==> src/rtl/int_decl_emitter.sv <==
// int_decl_emitter: streams a C-style declaration "int a,b,...;" one ASCII
// character per transfer over a valid/ready handshake.
// Optional feature: define SPACE_AFTER_COMMA_EN to emit a ' ' after each ','
// (adds state SP2, giving "int a, b;").
module int_decl_emitter (
    input  logic       clk,
    input  logic       reset,
    input  logic       start,
    input  logic [3:0] cnt,
    input  logic       ready,
    output logic [7:0] out,
    output logic       valid,
    output logic       busy,
    output logic       done
);

    typedef enum logic [3:0] {
        IDLE,
        KW_I,
        KW_N,
        KW_T,
        SP,
        ID,
        SEP,
`ifdef SPACE_AFTER_COMMA_EN
        SP2,
`endif
        SEMI,
        FIN
    } state_t;

    state_t     state_q, state_d;
    logic [3:0] idx_q, idx_d;     // identifier index, 0..14
    logic [3:0] n_q, n_d;         // latched identifier count, 1..15
    logic [7:0] out_q, out_d;
    logic       valid_q, valid_d;
    logic       busy_q, busy_d;
    logic       done_q, done_d;

    logic xfer;
    logic more_ids;

    assign xfer     = valid_q & ready;
    assign more_ids = (idx_q < (n_q - 4'd1));

    // Next-state logic: advance one character per accepted transfer.
    always_comb begin
        // NOTE: every variable gets a default first so no path infers a latch.
        state_d = state_q;
        idx_d   = idx_q;
        n_d     = n_q;
        case (state_q)
            IDLE: begin
                if (start) begin
                    state_d = KW_I;
                    idx_d   = 4'd0;
                    n_d     = (cnt == 4'd0) ? 4'd1 : cnt;
                end
            end
            KW_I: if (xfer) state_d = KW_N;
            KW_N: if (xfer) state_d = KW_T;
            KW_T: if (xfer) state_d = SP;
            SP:   if (xfer) state_d = ID;
            ID: begin
                if (xfer) state_d = more_ids ? SEP : SEMI;
            end
`ifdef SPACE_AFTER_COMMA_EN
            SEP:  if (xfer) state_d = SP2;
            SP2: begin
                if (xfer) begin
                    state_d = ID;
                    idx_d   = idx_q + 4'd1;
                end
            end
`else
            SEP: begin
                if (xfer) begin
                    state_d = ID;
                    idx_d   = idx_q + 4'd1;
                end
            end
`endif
            SEMI: if (xfer) state_d = FIN;
            FIN:  state_d = IDLE;
            default: state_d = IDLE;
        endcase
    end

    // Output decode from the upcoming state so outputs are registered with it.
    always_comb begin
        out_d   = 8'h00;
        valid_d = 1'b0;
        busy_d  = 1'b0;
        done_d  = 1'b0;
        case (state_d)
            KW_I: begin out_d = 8'h69; valid_d = 1'b1; busy_d = 1'b1; end
            KW_N: begin out_d = 8'h6E; valid_d = 1'b1; busy_d = 1'b1; end
            KW_T: begin out_d = 8'h74; valid_d = 1'b1; busy_d = 1'b1; end
            SP:   begin out_d = 8'h20; valid_d = 1'b1; busy_d = 1'b1; end
            ID:   begin out_d = 8'h61 + {4'h0, idx_d}; valid_d = 1'b1; busy_d = 1'b1; end
            SEP:  begin out_d = 8'h2C; valid_d = 1'b1; busy_d = 1'b1; end
`ifdef SPACE_AFTER_COMMA_EN
            SP2:  begin out_d = 8'h20; valid_d = 1'b1; busy_d = 1'b1; end
`endif
            SEMI: begin out_d = 8'h3B; valid_d = 1'b1; busy_d = 1'b1; end
            FIN:  done_d = 1'b1;
            default: ;
        endcase
    end

    // State and output registers with synchronous active-low reset.
    always_ff @(posedge clk) begin
        // NOTE: non-blocking assignments so all registers update from pre-edge values.
        if (!reset) begin
            state_q <= IDLE;
            idx_q   <= 4'd0;
            n_q     <= 4'd1;
            out_q   <= 8'h00;
            valid_q <= 1'b0;
            busy_q  <= 1'b0;
            done_q  <= 1'b0;
        end else begin
            state_q <= state_d;
            idx_q   <= idx_d;
            n_q     <= n_d;
            out_q   <= out_d;
            valid_q <= valid_d;
            busy_q  <= busy_d;
            done_q  <= done_d;
        end
    end

    assign out   = out_q;
    assign valid = valid_q;
    assign busy  = busy_q;
    assign done  = done_q;

endmodule

==> config.mk <==
export PLATFORM = sky130hd
export DESIGN_NAME = int_decl_emitter
export DESIGN_NICKNAME = d
export VERILOG_FILES = /design/src/rtl/int_decl_emitter.sv
export SDC_FILE = /design/constraint.sdc
export NUM_CORES = 1
export LEC_CHECK = 0
export ABC_CLOCK_PERIOD_IN_PS = 2800
export BUFFER_PORTS_ARGS = -buffer_cell sky130_fd_sc_hd__buf_4
export CAP_MARGIN = 10
export CORE_MARGIN = 10
export CORE_UTILIZATION = 55
export DETAILED_ROUTE_END_ITERATION = 6
export HOLD_SLACK_MARGIN = 0.06
export PLACE_DENSITY = 0.78
export SYNTH_ARGS = -nofsm -noshare
export SYNTH_HDL_FRONTEND = slang
export SYNTH_SLANG_ARGS = --single-unit
==> constraint.sdc <==
create_clock -name clk -period 2.8 [get_ports clk]
set_clock_uncertainty 0.15 [all_clocks]
set_input_delay 0.56 -clock clk [delete_from_list [all_inputs] [get_ports clk]]
set_output_delay 0.56 -clock clk [all_outputs]
set_load 0.01 [all_outputs]
==> out/metrics.cfg <==
[outcome]
run_status = completed

[synth]
distinct_cells_synth = 48
post_synth_instance_area_mm2 = 0.00119
synth_ff_type = sky130_fd_sc_hd__dfxtp_1
postSynthAreaPerCell_um2 = 8.66
synth-edff-count = 0
yosys_register_bits = 20
synthArstFlopShare_pct = 0
yosysWarnings = 0
syn-num-nets = 151
synthesis.instances = 137
ys_seq_area_share_pct = 33.8

[worst_setup_path]
slowest_delay_ns = 0.38
cp.buffers_inverters = 1
crit_arrival_ns = 2.51
slowest_stage = sky130_fd_sc_hd__dfxtp_1
timing.critical_path.max_delay_family = compound AO/OA/AOI/OAI gates
start_kind = flop
critical_path.max_fanout = 4
crit_chain = inv_1 -> ha_1 -> ha_1 -> o21a_1 -> o21ai_0 -> a21o_1 -> a211o_1 -> or3b_1 -> o2bb2ai_1
cp_common_cell = sky130_fd_sc_hd__ha_1
critPathCaptureType = flop
worst-endpoint-required_ns = 2.89
timing.setup.critical_path_class = flop to flop

[clock_tree]
clock_sink_count = 20
post_cts_buffers = 0
clk-insertion-delay-late_ns = 0.30
holdBufCountCts = 0
postCtsResizedCells = 0
path_clk_slew_ns = 0.12
tritoncts_clock_tree = built
master_cell_of_the_clock_root_buffer = sky130_fd_sc_hd__clkbuf_4
htree_num_levels = 1
cts_made_buffers = 3
clock_tree.buffer_depth = 2

[sta]
finalHoldWorstSlack_ns = 0.346
max_slew_margin_pct = 63.5
max_clock_freq_mhz = 414
layout_worst_path_cycle_share_pct = 86.2
setup_violations = 0
finalWorstPathRequiredPeriod_ns = 2.41
finalHoldViolations = 0
rsz_0062_raised_after_global_routing = no
setup-tns-final_ns = 0
worstMarginPinSlew_ns = 0.547
final_max_slew_viol_count = 0
worst_slack_ns = 0.386

[drt]
initialDrtViolationCount = 32
avgRoutedWirePerCell_um = 15.0
route.detailed.vias_per_inst = 5.80
dr.pass1.iters = 4
drt_drc_violations_left = 0
vias = 1061
postRouteAntennaNets = 0
routed_wl_um = 2750

[placed_design]
post-place-ws_ns = 0.243
post-place-cells = 179
post_dp_cell_area_mm2 = 0.00134
dp.final_hpwl_um = 2170
gpl.final_weighted_congestion = 0.841
placement.io_buffers = 17

[final_layout]
proportion_of_layout_cells_with_a_drive_suffix_above_1_pct = 22.4
antenna_diodes = 0
layout_common_cells = sky130_fd_sc_hd__buf_4 (22), sky130_fd_sc_hd__dfxtp_1 (20), sky130_fd_sc_hd__nor2_1 (11)
num-nets-final = 171
instances_no_fill = 183
final_common_cell = sky130_fd_sc_hd__buf_4
fin_util_pct = 69.3
postLayoutCellArea_mm2 = 0.00139
synthToLayoutAreaGrowth_pct = 17.0

[die]
die_h_um = 66.4
die_w_um = 66.4
floorplan.core_area_mm2 = 0.00200
rows = 16
fp.dieArea_mm2 = 0.00441
initial_core_util_pct = 59.3
num_io_pins = 19

[power_and_ir_drop]
cellLeakagePower_nw = 0.593
total_power_mw = 0.656
power_per_cell_area_mw_per_mm2 = 473
vdd_ir_drop_max_mv = 0.380

[grt]
grt_pass1_wl_um = 4640
maximum_number_of_pins_on_one_net_before_global_route_repair = 17
number_of_antenna_violations_at_the_first_check_in_global_routing = 0
grt.overflow.total = 0
grt_pass1_vias = 1067
track_usage_pct = 13.3

[flow_run]
max_cap_violations = 0

[worst_hold_path]
worstHoldPathType = input pin to flop

registers in the layout, indices dropped and copies added, names as in the netlist:
name and cells:
done 1, idx_q 4, state_q 4, busy 1, n_q 4, out 6
power breakdown:
group          leakage, nW  switching (mW)  total (mW)  internal (mW)
Sequential           0.163         0.00805       0.305          0.297
Clock               0.0279          0.0930       0.238          0.145
Combinational        0.402          0.0572       0.113         0.0556
Total                0.593           0.158       0.656          0.498
cells by family after synthesis:
logic type,after synthesis,share of synthesized area [%]
xor gates and xnor gates,5,3.69
adders and majority gates,6,6.33
DFF,20,33.8
and+or+nand+nor,54,25.1
other,1,0.316
AOI/OAI and AO/OA,36,23.0
muxes,2,1.69
buffers and inverters,13,6.12
worst min-delay path, stage by stage:
cell and delay [ns]:
sky130_fd_sc_hd__buf_4 0.08, sky130_fd_sc_hd__mux2i_1 0.06, sky130_fd_sc_hd__nor2_1 0.07
final timing paths:
| check | slack (ns) | start | endpoint | cells past startpoint |
|---|---|---|---|---|
| setup / recovery | 0.39 | n_q[0] | out[3] | 9 |
| setup reg to reg | 0.39 | n_q[0] | out[3] | 9 |
| hold reg to reg | 0.37 | n_q[1] | n_q[1] | 2 |
| hold / removal | 0.35 | cnt[2] | n_q[2] | 3 |
routing by layer:
layer	up-vias	share of wire [%]	GRT usage [%]	wire length, µm
li1	531	-	-	-
met1	493	45	15.7	1250
met2	33	47	20.9	1290
met3	4	6.8	3.90	186
met4	0	1.2	7.33	32
met5	-	0	0	0
cell type report:
type / count / area [µm²]
clock buffers: 3 / 22.5
clock inverters: 1 / 30.0
fillers: 175 / 614
inverters: 6 / 22.5
multi-input cells: 104 / 713
flip-flops and latches: 20 / 400
well taps: 27 / 33.8
repair buffers: 22 / 165
synth_stat cells (3+ instances only):
| master | number | area [µm²] |
|---|---|---|
| sky130_fd_sc_hd__nor2b_1 | 4 | 25.0 |
| sky130_fd_sc_hd__xnor2_1 | 5 | 43.8 |
| sky130_fd_sc_hd__nor3_1 | 6 | 30.0 |
| sky130_fd_sc_hd__o21ai_0 | 7 | 35.0 |
| sky130_fd_sc_hd__inv_1 | 5 | 18.8 |
| sky130_fd_sc_hd__o21a_1 | 4 | 30.0 |
| sky130_fd_sc_hd__and2_1 | 4 | 25.0 |
| sky130_fd_sc_hd__nor2_1 | 11 | 41.3 |
| sky130_fd_sc_hd__nand3_1 | 5 | 25.0 |
| sky130_fd_sc_hd__a21o_1 | 3 | 22.5 |
| sky130_fd_sc_hd__nand2_1 | 10 | 37.5 |
| sky130_fd_sc_hd__dfxtp_1 | 20 | 400 |
| sky130_fd_sc_hd__ha_1 | 6 | 75.1 |
| sky130_fd_sc_hd__buf_4 | 4 | 30.0 |
| sky130_fd_sc_hd__a21oi_1 | 4 | 20.0 |
Note: power is estimated with default switching activity, not from simulation.
